`src/rtl/mem_rw_initiator.sv`:
```
// Burst initiator for a single-port memory: takes read/write burst commands,
// drives one memory beat at a time and returns read beats over a
// valid/ready response channel. Every output is driven straight from a flop.
module mem_rw_initiator #(
  parameter int unsigned MEM_AW = 8,
  parameter int unsigned MEM_DW = 32
) (
  input  logic              i_clk,
  input  logic              i_reset_n,
  input  logic              i_cmd_valid,
  output logic              o_cmd_ready,
  input  logic              i_cmd_rw,
  input  logic [MEM_AW-1:0] i_cmd_addr,
  input  logic [7:0]        i_cmd_len,
  input  logic [MEM_DW-1:0] i_cmd_data,
  output logic              o_mem_valid,
  output logic [MEM_AW-1:0] o_mem_addr,
  output logic              o_mem_rw,
  output logic [MEM_DW-1:0] o_mem_data,
  input  logic [MEM_DW-1:0] i_mem_data,
  output logic              o_rsp_valid,
  input  logic              i_rsp_ready,
  output logic [MEM_DW-1:0] o_rsp_data,
  output logic [MEM_AW-1:0] o_rsp_addr,
  output logic              o_rsp_last,
  output logic              o_busy,
  output logic              o_done
);

  typedef enum logic [2:0] {StIdle, StWrite, StRdIssue, StRdWait, StRdRsp} state_t;

  state_t            state_q, state_d;
  logic [7:0]        len_q, len_d;
  logic [8:0]        beat_q, beat_d;  // 9 bits so a 256-beat burst never wraps
  logic              cmd_ready_q, cmd_ready_d;
  logic              mem_valid_q, mem_valid_d;
  logic [MEM_AW-1:0] mem_addr_q, mem_addr_d;
  logic              mem_rw_q, mem_rw_d;
  logic [MEM_DW-1:0] mem_data_q, mem_data_d;
  logic              rsp_valid_q, rsp_valid_d;
  logic [MEM_DW-1:0] rsp_data_q, rsp_data_d;
  logic [MEM_AW-1:0] rsp_addr_q, rsp_addr_d;
  logic              rsp_last_q, rsp_last_d;
  logic              busy_q, busy_d;
  logic              done_q, done_d;
  logic              last_beat;

  assign last_beat = (beat_q == {1'b0, len_q});

  // Next-state and registered-output computation.
  always_comb begin
    state_d     = state_q;
    len_d       = len_q;
    beat_d      = beat_q;
    cmd_ready_d = cmd_ready_q;
    mem_valid_d = mem_valid_q;
    mem_addr_d  = mem_addr_q;
    mem_rw_d    = mem_rw_q;
    mem_data_d  = mem_data_q;
    rsp_valid_d = rsp_valid_q;
    rsp_data_d  = rsp_data_q;
    rsp_addr_d  = rsp_addr_q;
    rsp_last_d  = rsp_last_q;
    done_d      = 1'b0;

    unique case (state_q)
      StIdle: begin
        if (i_cmd_valid) begin
          len_d       = i_cmd_len;
          beat_d      = '0;
          cmd_ready_d = 1'b0;
          mem_valid_d = 1'b1;
          mem_addr_d  = i_cmd_addr;
          mem_rw_d    = i_cmd_rw;
          if (i_cmd_rw) begin
            mem_data_d = i_cmd_data;
            state_d    = StWrite;
          end else begin
            state_d = StRdIssue;
          end
        end
      end
      StWrite: begin
        if (last_beat) begin
          mem_valid_d = 1'b0;
          cmd_ready_d = 1'b1;
          done_d      = 1'b1;
          state_d     = StIdle;
        end else begin
          beat_d     = beat_q + 9'd1;
          mem_addr_d = mem_addr_q + MEM_AW'(1);
          mem_data_d = mem_data_q + MEM_DW'(1);
        end
      end
      StRdIssue: begin
        mem_valid_d = 1'b0;
        state_d     = StRdWait;
      end
      StRdWait: begin
        // Memory output is valid this cycle; capture it with the beat address.
        rsp_valid_d = 1'b1;
        rsp_data_d  = i_mem_data;
        rsp_addr_d  = mem_addr_q;
        rsp_last_d  = last_beat;
        state_d     = StRdRsp;
      end
      StRdRsp: begin
        if (i_rsp_ready) begin
          rsp_valid_d = 1'b0;
          if (rsp_last_q) begin
            cmd_ready_d = 1'b1;
            done_d      = 1'b1;
            state_d     = StIdle;
          end else begin
            beat_d      = beat_q + 9'd1;
            mem_addr_d  = mem_addr_q + MEM_AW'(1);
            mem_valid_d = 1'b1;
            state_d     = StRdIssue;
          end
        end
      end
      default: state_d = StIdle;
    endcase

    busy_d = (state_d != StIdle);
  end

  // State and output registers; reset aborts any burst in flight.
  always_ff @(posedge i_clk or negedge i_reset_n) begin
    if (!i_reset_n) begin
      state_q     <= StIdle;
      len_q       <= '0;
      beat_q      <= '0;
      cmd_ready_q <= 1'b1;
      mem_valid_q <= 1'b0;
      mem_addr_q  <= '0;
      mem_rw_q    <= 1'b0;
      mem_data_q  <= '0;
      rsp_valid_q <= 1'b0;
      rsp_data_q  <= '0;
      rsp_addr_q  <= '0;
      rsp_last_q  <= 1'b0;
      busy_q      <= 1'b0;
      done_q      <= 1'b0;
    end else begin
      state_q     <= state_d;
      len_q       <= len_d;
      beat_q      <= beat_d;
      cmd_ready_q <= cmd_ready_d;
      mem_valid_q <= mem_valid_d;
      mem_addr_q  <= mem_addr_d;
      mem_rw_q    <= mem_rw_d;
      mem_data_q  <= mem_data_d;
      rsp_valid_q <= rsp_valid_d;
      rsp_data_q  <= rsp_data_d;
      rsp_addr_q  <= rsp_addr_d;
      rsp_last_q  <= rsp_last_d;
      busy_q      <= busy_d;
      done_q      <= done_d;
    end
  end

  assign o_cmd_ready = cmd_ready_q;
  assign o_mem_valid = mem_valid_q;
  assign o_mem_addr  = mem_addr_q;
  assign o_mem_rw    = mem_rw_q;
  assign o_mem_data  = mem_data_q;
  assign o_rsp_valid = rsp_valid_q;
  assign o_rsp_data  = rsp_data_q;
  assign o_rsp_addr  = rsp_addr_q;
  assign o_rsp_last  = rsp_last_q;
  assign o_busy      = busy_q;
  assign o_done      = done_q;

endmodule

```
`config.mk`:
```
export PLATFORM = sky130hd
export DESIGN_NAME = mem_rw_initiator
export DESIGN_NICKNAME = d
export VERILOG_FILES = /design/src/rtl/mem_rw_initiator.sv
export SDC_FILE = /design/constraint.sdc
export NUM_CORES = 1
export LEC_CHECK = 0
export ABC_AREA = 1
export CAP_MARGIN = 40
export CORE_UTILIZATION = 45
export DETAILED_ROUTE_END_ITERATION = 8
export GPL_ROUTABILITY_DRIVEN = 1
export PLACE_DENSITY = 0.8
export SETUP_SLACK_MARGIN = 0.02
export SLEW_MARGIN = 20
export SYNTH_ARGS = -nofsm -noshare
export SYNTH_HDL_FRONTEND = slang
export SYNTH_SLANG_ARGS = --single-unit
```
`constraint.sdc`:
```
create_clock -name i_clk -period 2.3 [get_ports i_clk]
set_clock_uncertainty 0.1 [all_clocks]
set_input_delay 0.69 -clock i_clk [delete_from_list [all_inputs] [get_ports i_clk]]
set_output_delay 0.69 -clock i_clk [all_outputs]
set_load 0.02 [all_outputs]
```
Word level (Yosys, flattened, before mapping)
Cells that the tools add are included.

operators by class
  $add $sub $neg = 3
  eq/ne operators = 12
  muxes and demuxes = 36
  reductions and logical operators = 12

operator list
  cell                     number
  $mux W32                 3
  $pmux W32 S2             1
  $mux W9                  4
  $add A32 B1 Y32 const B  1
  $mux W8                  4
  $pmux W9 S3              1
  $pmux W8 S3              1
  $pmux W3 S5              1
  $reduce_and A5 Y1        3
  $ne A2 B2 Y1 const B     7
  $mux W1                  12
  $add A9 B1 Y9 const B    1
  $eq A9 B8 Y1             1
  $mux W3                  3
  $add A8 B1 Y8 const B    1
  $eq A3 B2 Y1 const B     2
  $reduce_bool A3 Y1       2
  $mux W2                  2
  $pmux W1 S2              2
  $pmux W1 S4              1
  $reduce_and A2 Y1        2
  $reduce_and A4 Y1        1
  $reduce_bool A2 Y1       2
  $reduce_bool A4 Y1       1
  4 further kinds          4

word-level totals
  register bits = 107
  bits of input ports = 85
  output and inout port bits = 87
  logic and storage cells = 77

Longest topological paths before layout
Gate-level depths: netlist (run 1).

  depth in word-level cells = 4
  depth in mapped cells = 13
  gate-level depth less buffers = 11

Worst setup path before layout (run 1)
OpenSTA, ideal clock, no wires.

  path kind = flip-flop to flip-flop
  start point = reg mem_data_q[0], in the netlist o_mem_data[0]
  end point = reg mem_data_q[14], in the netlist o_mem_data[14]
  library setup time = 0.117 ns
  arrival = 1.572 ns
  required time = 2.083 ns
  setup slack = 0.511 ns
  cell stages (with the launch flop) = 10
  buffers on the path = 0
  clock period less this slack = 1.789 ns
  cell sequence = dfrtp_1 -> ha_1 -> nand2_1 -> nor2_1 -> nand2_1 -> nor2_1 -> xor2_1 -> nand2_1 -> nand3_2 -> nand2_1

on the way
  word-level cells in the longest chain between the ends = 3

ends and longest elaborated chain
  what                    line  RTL
  start, declared         39    logic [MEM_DW-1:0] mem_data_q, mem_data_d;
  start signal, assigned  153   mem_data_q <= mem_data_d;
  $add A32 B1 Y32         92    mem_data_d = mem_data_q + MEM_DW'(1);
  $mux W32                84    if (last_beat) begin
  $pmux W32 S2            66    unique case (state_q)

No other way between the ends. The select of a mux whose other input is x is not followed.
A chain may end at the register's enable or synchronous reset.

Final worst setup path (run 1)
  start point = reg mem_addr_q[6], in the netlist o_mem_addr[6]
  end point = out o_mem_addr[6]

RTL lines
  what                    line  RTL
  start, declared         37    logic [MEM_AW-1:0] mem_addr_q, mem_addr_d;
  start signal, assigned  151   mem_addr_q <= mem_addr_d;
  end, declared           17    output logic [MEM_AW-1:0] o_mem_addr,

No word-level cell between the ends.

==> out/qor.yml, run 1 <==
status: "complete, no violations"
coreArea_um2: 13200
slowest_stage: "clkdlybuf4s50_1"
io_buffers: 171
slowest_delay_ns: 0.65
drt_first_pass_iters: 5
crit_path_max_fanout: 5
relSlewSlack_pct: 66.4
power_per_cell_area_nw_per_um2: 1380
hpwlAfterDp_um: 12200
overflow: 0
grt_pass1_vias: 5764
route.detailed.drc: 0
syn-cell-area_um2: 6110
routed_via_density: 4.99
num_rows: 42
yosys.area.top_type_share_pct: 43.4
setup_tns_ns: 0
clk_pin_slew_ns: 0.07
netlist_instances: 874
wl_um: 16500
fmax_mhz: 446
avgSynthCellArea_um2: 6.99
vias: 6104
cp.arrival_ns: 1.45
cp-end-kind: "output pin"
grt_pass1_wl_um: 27700
path_cells: "clkdlybuf4s50_1"
worst-slew-pin-transition_ns: 0.504
finalHoldViolations: 0
cp.required_ns: 1.51
initial_core_util_pct: 46.1
post_cts_buffers: 0
grt_max_degree: 39
wl_per_cell_um: 13.5
die_h_um: 119
fillers: 1171
dieArea_um2: 14000
worstSetupPathType: "flop to output pin"
synth_cell_types: 29
hp-class: "primary input to asynchronous set/reset pin"
track_usage_pct: 24.6
cts_sinks: 107
crit_family: "buffers and inverters"
slew_viol_final: 0
synth_area_leader_cell: "dfrtp_1"
irDropWorstVdd_v: 0.000829
dp.cells: 1208
ant_nets: 0
ioPinCount: 172
holdWs_ns: 0.196
period_minus_slack_ns: 2.24
rsz0062_at_grt: "false"
syn_nets: 962
antenna_found_initial: 0
drt_iter0_markers: 535
setup_violations: 0
root_buffer: "clkbuf_16"
place_congestion: 0.936
fin_crit_sh_pct: 97.5
diodes: 0
ys_ff_latch: 107
startpoint_type: "flop"
area_growth_pct: 36.9
numCtsBuffers: 9
path_buf_inv: 1
layout-drive-gt1-share_pct: 7.73
cts_buffer_depth: 2
die_width_um: 119
htree_levels: 3
fin_cells: 1224
synth_seq_area_share_pct: 43.9
fin_nets: 1131
yosys_warnings: 0
cts_tree: "built"
drv_cap: 0
yosys-top-cells-area: "dfrtp_1 43%, nand2_1 24%, nand3_1 6.8%"
p_leak_uw: 0.00411
clock_latency_ns: 0.35
## kinds of logic (layout without fill, tap and decap cells)
| family | Yosys count | count (layout) | synth area share, % |
|---|---|---|---|
| adders and majority gates | 3 | 3 | 0.615 |
| DFF | 107 | 107 | 43.9 |
| buffers and inverters | 106 | 280 | 7.44 |
| xor gates and xnor gates | 11 | 11 | 1.58 |
| and+or+nand+nor | 602 | 602 | 42.8 |
| AOI/OAI and AO/OA | 45 | 45 | 3.73 |
## layout by cell type, fill, tap and decap left out, drive strengths merged
master | synthesis | routed
o21ai | 39 | 39
nor3b | 2 | 2
a21oi | 5 | 5
o21bai | 1 | 1
dfrtp | 106 | 106
inv | 72 | 74
or2 | 17 | 17
xnor2 | 1 | 1
dlygate4sd2 | 0 | 1
ha | 3 | 3
bufinv | 0 | 1
nor3 | 3 | 3
nand4 | 25 | 25
nand3b | 3 | 3
nand2 | 389 | 389
clkbuf | 13 | 11
nor2 | 67 | 67
xor2 | 10 | 10
dlymetal6s2s | 0 | 9
clkinv | 0 | 2
nand3 | 96 | 96
buf | 21 | 22
clkdlybuf4s50 | 0 | 160
dfstp | 1 | 1
## cell type report
| type | instances | area, um2 | share of cell area, % |
|---|---|---|---|
| clock inverter | 5 | 61.3 | 0.733 |
| sequential | 107 | 2680 | 32.0 |
| multi-input combinational | 661 | 2980 | 35.6 |
| timing repair buffer | 192 | 1930 | 23.0 |
| inverter | 72 | 270 | 3.23 |
| clock buffer | 11 | 233 | 2.78 |
| tap | 176 | 220 | 2.63 |
## cells in the mapped netlist
| cell type | instances |
|---|---|
| a21oi_1 | 5 |
| buf_2 | 15 |
| buf_4 | 2 |
| buf_6 | 4 |
| clkbuf_1 | 13 |
| dfrtp_1 | 106 |
| dfstp_2 | 1 |
| ha_1 | 3 |
| inv_1 | 64 |
| inv_2 | 8 |
| nand2_1 | 388 |
| nand2_2 | 1 |
| nand3_1 | 83 |
| nand3_2 | 13 |
| nand3b_1 | 3 |
| nand4_1 | 24 |
| nand4_4 | 1 |
| nor2_1 | 64 |
| nor2_2 | 2 |
| nor2_4 | 1 |
| nor3_1 | 2 |
| nor3_4 | 1 |
| nor3b_1 | 2 |
| o21ai_0 | 38 |
| o21ai_1 | 1 |
| o21bai_1 | 1 |
| or2_2 | 17 |
| xnor2_1 | 1 |
| xor2_1 | 10 |
## power breakdown
part           leakage (uW)  internal [uW]  switching, uW  total, uW
combinational       0.00264           2660           3690       6350
clock              0.000144            854            703       1560
sequential          0.00133           2760            851       3610
## worst register-to-register path, cell delays in order (launching register included)
cell     delay (ns)
dfrtp_1        0.42
ha_1           0.22
nand2_1        0.08
nor2_1         0.26
nand2_1        0.16
nor2_1         0.31
xor2_1         0.17
nand2_1        0.07
nand3_2        0.08
nand2_1        0.04
## routing by layer
metal / track usage [%] / vias up / part of all wire [%]
met4: 9.41 / 0 / 2.4
met3: 5.45 / 29 / 6.5
met5: 0 / - / 0
met2: 38.6 / 195 / 46
met1: 33.2 / 2797 / 45
li1: - / 3083 / -
## repair_timing
action                     in CTS  in global routing
hold buffers                    0                  0
setup endpoints to repair       1                  9
pin swaps                       0                  0
gates resized for setup         1                  9
## through the flow
stage | power (uW) | setup slack (ns) | util (%) | instance area, um2
after floorplan | 7450 | 0.511 | - | 6110
after global placement | 9890 | 0.0418 | 60.8 | 8050
after detailed placement | 10000 | 0.00349 | 60.8 | 8050
after CTS | 11600 | 0.0289 | 63.0 | 8340
after global routing | 12500 | 0.0201 | 63.2 | 8360
final | 11500 | 0.0575 | 63.2 | 8360
## registers in the layout, indices dropped and copies added (netlist names)
name / count
len_q: 8
o_busy: 1
state_q: 3
o_mem_rw: 1
beat_q: 9
o_rsp_last: 1
o_rsp_addr: 8
o_rsp_valid: 1
o_mem_addr: 8
o_rsp_data: 32
o_mem_data: 32
o_cmd_ready: 1
o_mem_valid: 1
o_done: 1
## path summary, 6_finish.rpt
check,from,to,slack [ns],cells after the start
min reg2reg,o_rsp_data[8]$_DFFE_PN0P_,o_rsp_data[8]$_DFFE_PN0P_,0.37,2
min in group i_clk,o_rsp_data[8]$_DFFE_PN0P_,o_rsp_data[8]$_DFFE_PN0P_,0.37,2
max,o_mem_addr[6]$_DFFE_PN0P_,o_mem_addr[6],0.06,1
max in group asynchronous,i_reset_n,o_rsp_data[19]$_DFFE_PN0P_,1.30,2
max reg2reg,o_mem_data[0]$_DFFE_PN0P_,o_mem_data[14]$_DFFE_PN0P_,0.27,9
min,i_reset_n,o_rsp_data[7]$_DFFE_PN0P_,0.20,1
Power figures use the tool's default switching activity.
==> inputs of run 2 (changes only) <==
--- a/config.mk
+++ b/config.mk
@@ -10,9 +10,10 @@
 export CORE_UTILIZATION = 45
 export DETAILED_ROUTE_END_ITERATION = 8
 export GPL_ROUTABILITY_DRIVEN = 1
-export PLACE_DENSITY = 0.8
+export GPL_TIMING_DRIVEN = 0
+export PLACE_DENSITY_LB_ADDON = 0.1
 export SETUP_SLACK_MARGIN = 0.02
-export SLEW_MARGIN = 20
+export SLEW_MARGIN = 10
 export SYNTH_ARGS = -nofsm -noshare
 export SYNTH_HDL_FRONTEND = slang
 export SYNTH_SLANG_ARGS = --single-unit
==> run 2 against run 1 <==
Effect of this change:
- hold slack worse by 0.10 ns
- clock-buffer cell count decreased by 1
- sequential share of layout area did not move
- sequential power is essentially flat
- first-iteration DRC count rose by 7.5%
- setup slack worse by 0.018 ns
- wire length up 5.9%
- global-route usage increased by 1.1 points
- cell area stayed put
- critical endpoint is now o_mem_data[2]
==> out/qor.yml, run 2 (synthesized netlist as in run 1, its figures left out) <==
status: "complete, no violations"
worstSetupPathType: "flop to output pin"
grt_use_met3_pct: 5.16
path_buf_inv: 1
grt_max_degree: 84
num_rows: 42
clock_latency_ns: 0.35
startpoint: "o_mem_data[2]$_DFFE_PN0P_"
final_cell_mix: "388 x nand2_1, 155 x clkdlybuf4s50_1, 106 x dfrtp_1, 83 x nand3_1"
fin_crit_sh_pct: 98.3
cts_hold_buffers: 0
ant_nets: 0
crit_path_max_fanout: 6
wl_per_cell_um: 14.1
worst-slew-pin-transition_ns: 0.606
hp-class: "primary input to asynchronous set/reset pin"
fin_cells: 1238
cts_tree: "built"
setup_violations: 0
fillers: 1244
endpoint: "o_mem_data[2]"
drv_cap: 0
die_h_um: 119
slew_viol_final: 0
top_usage_layer: "met2"
slowest_stage: "clkdlybuf4s50_1"
coreArea_um2: 13200
cp.required_ns: 1.51
vias: 6150
postPlaceCellArea_um2: 8070
hpwlAfterDp_um: 13000
grt_pass1_wl_um: 28400
fmax_mhz: 442
met1_usage_pct: 36.2
dieArea_um2: 14000
cp-end-kind: "output pin"
final_area_um2: 8360
initial_core_util_pct: 46.1
period_minus_slack_ns: 2.26
htree_levels: 3
die_width_um: 119
setup_tns_ns: 0
p_leak_uw: 0.00414
dp.cells: 1222
route.detailed.drc: 0
ioPinCount: 172
relSlewSlack_pct: 59.6
multi_input_area_um2: 2980
slowest_delay_ns: 0.65
layout-drive-gt1-share_pct: 7.82
wl_um: 17400
antenna_found_initial: 0
place_congestion: 0.911
rsz0062_at_grt: "false"
post_cts_buffers: 0
clk_pin_slew_ns: 0.07
routed_via_density: 4.97
overflow: 0
cp.arrival_ns: 1.47
drt_iter0_markers: 575
fin_nets: 1145
cp.depth: 1
numCtsBuffers: 9
track_usage_pct: 25.7
diodes: 0
cts_sinks: 107
finalHoldViolations: 0
irDropWorstVdd_v: 0.000566
layout_commonest_cell: "nand2_1"
cts_buffer_depth: 2
r2r_start: "o_mem_data[1]$_DFFE_PN0P_"
drt_first_pass_iters: 5
power_per_cell_area_nw_per_um2: 1380
root_buffer: "clkbuf_16"
ff2ff_path_depth: 10
startpoint_type: "flop"
io_buffers: 171
use_met2_pct: 39.3
grt_pass1_vias: 5638
final_util_pct: 63.2
area_growth_pct: 36.9
crit_family: "buffers and inverters"
r2r_end: "o_mem_data[26]$_DFFE_PN0P_"
seqCellArea_um2: 2680
reg2reg_slack_ns: 0.19
path_cells: "clkdlybuf4s50_1"
-- run 2: repair_timing --
action,CTS,global route
pin swaps,0,0
gates resized for setup,3,12
endpoints found under the setup margin,3,12
-- run 2: metrics by stage --
step | power [uW] | hold WS, ns | worst slack, ns
final | 11600 | 0.0933 | 0.0391
after global routing | 12500 | 0.105 | 0.0209
after CTS | 11700 | 0.0891 | 0.0229
after detailed placement | 10200 | 0.358 | -0.155
after global placement | 10100 | 0.353 | -3.77
after floorplan | 7450 | 0.294 | 0.511
-- run 2: cell type report --
cell class / count / area share, %
well taps: 176 / 2.63
clock buffers: 10 / 2.74
repair buffers: 172 / 21.1
flip-flops and latches: 107 / 32.0
inverters: 72 / 3.23
plain buffers: 34 / 2.20
multi-input cells: 661 / 35.6
clock inverters: 6 / 0.479
-- run 2: metal layers --
layer  share of wire, %  wire length (um)  vias up
met1                 47              8270     2783
met2                 43              7570      214
met5                  0                 0        -
met3                7.4              1300       23
li1                   -                 -     3130
met4                1.8               311        0
-- run 2: worst min-delay path by stage --
stage,startpoint,endpoint,cells after the start
global placement,o_rsp_data[26]$_DFFE_PN0P_,o_rsp_data[26]$_DFFE_PN0P_,2
finish,i_reset_n,o_rsp_data[0]$_DFFE_PN0P_,1
CTS,i_reset_n,o_rsp_data[0]$_DFFE_PN0P_,1
detailed placement,o_cmd_ready$_DFFE_PN1P_,o_cmd_ready$_DFFE_PN1P_,2
global route,i_reset_n,o_rsp_data[0]$_DFFE_PN0P_,1
floorplan,i_reset_n,beat_q[0]$_DFFE_PN0P_,0
-- run 2: power breakdown --
part	switching (uW)	internal [uW]	total (uW)
sequential	861	2760	3620
clock	721	736	1460
combinational	3840	2660	6500
==> inputs of run 3 (changes only) <==
--- a/config.mk
+++ b/config.mk
@@ -7,7 +7,7 @@
 export LEC_CHECK = 0
 export ABC_AREA = 1
 export CAP_MARGIN = 40
-export CORE_UTILIZATION = 45
+export CORE_UTILIZATION = 44
 export DETAILED_ROUTE_END_ITERATION = 8
 export GPL_ROUTABILITY_DRIVEN = 1
 export GPL_TIMING_DRIVEN = 0
==> constraint.sdc (replaced) <==
create_clock -name i_clk -period 2 [get_ports i_clk]
set_clock_uncertainty 0.1 [all_clocks]
set_input_delay 0.6 -clock i_clk [delete_from_list [all_inputs] [get_ports i_clk]]
set_output_delay 0.6 -clock i_clk [all_outputs]
set_load 0.02 [all_outputs]
==> run 3 against run 2 <==
Effect of this change:
- clock power rose by 25%
- sequential share of layout area barely moved
- setup slack gained 0.045 ns
- clock-buffer cell count grew 2
- combinational power rose by 8.6%
- total power is 12% higher
- largest cell class unchanged
- largest power group unchanged
==> out/qor.yml, run 3 (synthesized netlist as in run 1, its figures left out) <==
status: "complete, no violations"
drt_iter0_markers: 473
slowest_stage: "dfstp_2"
setup_violations: 0
cp.arrival_ns: 1.22
clk_pin_slew_ns: 0.07
startpoint_type: "flop"
diodes: 0
clock_latency_ns: 0.35
reg2reg_slack_ns: 0.14
grt_pass1_wl_um: 28700
cts_tree: "built"
slowest_delay_ns: 0.53
period_minus_slack_ns: 1.92
power_per_cell_area_nw_per_um2: 1550
wl_um: 17600
ioPinCount: 172
r2r_start: "beat_q[2]$_DFFE_PN0P_"
slew_viol_final: 0
fmax_mhz: 522
relSlewSlack_pct: 67.0
hp-class: "flop to flop"
ff2ff_path_depth: 12
crit_path_max_fanout: 2
htree_levels: 3
fillers: 1315
cp.required_ns: 1.30
area_growth_pct: 37.2
worstSetupPathType: "flop to output pin"
hp-start: "o_rsp_data[31]$_DFFE_PN0P_"
hold_end: "o_rsp_data[31]$_DFFE_PN0P_"
hpwlAfterDp_um: 13100
holdWs_ns: 0.364
initial_core_util_pct: 45.6
dieArea_um2: 14400
hold_path_depth: 2
finalHoldViolations: 0
crit_family: "flip-flops"
vias: 6195
drt_first_pass_iters: 6
track_usage_pct: 25.6
ant_nets: 0
path_cells: "dlygate4sd2_1"
cts_buffer_depth: 2
layout-drive-gt1-share_pct: 9.61
cts_sinks: 107
coreArea_um2: 13400
place_congestion: 0.923
worst-slew-pin-transition_ns: 0.496
irDropWorstVdd_v: 0.000678
seqCellArea_um2: 2680
route.detailed.drc: 0
cp.depth: 1
die_h_um: 120
num_rows: 42
drv_cap: 0
final_cell_mix: "388 x nand2_1, 104 x dfrtp_1, 86 x dlygate4sd2_1, 83 x clkdlybuf4s50_1, 82 x nand3_1"
p_leak_uw: 0.00428
path_buf_inv: 1
overflow: 0
cp-end-kind: "output pin"
dp.cells: 1222
layout_commonest_cell: "nand2_1"
fin_cells: 1248
numCtsBuffers: 9
root_buffer: "clkbuf_16"
multi_input_area_um2: 3000
io_buffers: 171
fin_nets: 1156
rsz0062_at_grt: "true"
grt_max_degree: 84
r2r_end: "o_mem_data[21]$_DFFE_PN0P_"
grt_pass1_vias: 5695
routed_via_density: 4.96
die_width_um: 120
fin_crit_sh_pct: 95.8
wl_per_cell_um: 14.1
antenna_found_initial: 0
run 3: power by group:
group | internal, uW | switching, uW | leakage (uW) | total (uW)
clock network | 1010 | 813 | 0.000139 | 1820
logic | 2600 | 4450 | 0.00281 | 7060
registers | 3170 | 958 | 0.00133 | 4130
run 3: how the worst max path moves through the flow:
stage	startpoint	endpoint	slack (ns)
after floorplan	o_mem_data[0]$_DFFE_PN0P_	o_mem_data[14]$_DFFE_PN0P_	0.21
after global placement	i_reset_n	o_rsp_data[21]$_DFFE_PN0P_	-4.00
after detailed placement	i_rsp_ready	beat_q[4]$_DFFE_PN0P_	-0.35
after CTS	o_mem_data[0]$_DFFE_PN0P_	o_mem_data[14]$_DFFE_PN0P_	0.02
after global routing	state_q[2]$_DFF_PN0_	o_mem_data[17]$_DFFE_PN0P_	-0.008
final	o_cmd_ready$_DFFE_PN1P_	o_cmd_ready	0.08
run 3: per-stage QoR:
step | setup TNS (ns) | setup WS (ns) | power, uW | cell area, um2 | util [%]
after floorplan | 0 | 0.211 | 8570 | 6110 | -
after global placement | -433.68 | -4.00 | 11600 | 8040 | 60.0
after detailed placement | -8.73 | -0.347 | 11700 | 8070 | 60.2
after CTS | 0 | 0.0226 | 12900 | 8270 | 61.7
after global routing | -0.0106 | -0.00825 | 14100 | 8380 | 62.5
final | 0 | 0.0845 | 13000 | 8380 | 62.5
run 3: area by class of cell:
class	instances	area share (%)
Clock inverter	3	0.552
Multi-Input combinational cell	661	35.8
Timing Repair Buffer	183	20.5
Buffer	34	2.25
Tap cell	176	2.63
Inverter	72	3.25
Clock buffer	12	2.94
Sequential cell	107	32.0
run 3: routing by layer:
metal	global-route usage, %	share of wire (%)
met5	0	0
met3	6.51	8.0
met2	39.4	44
met1	35.7	46
met4	6.88	1.5
run 3: what timing repair did:
item	4_1_cts	5_1_grt
setup endpoints to repair	91	46
resized for setup	88	17
setup buffers	0	10
hold endpoints to repair	6	0
hold buffers	1	0
pin swaps	0	4
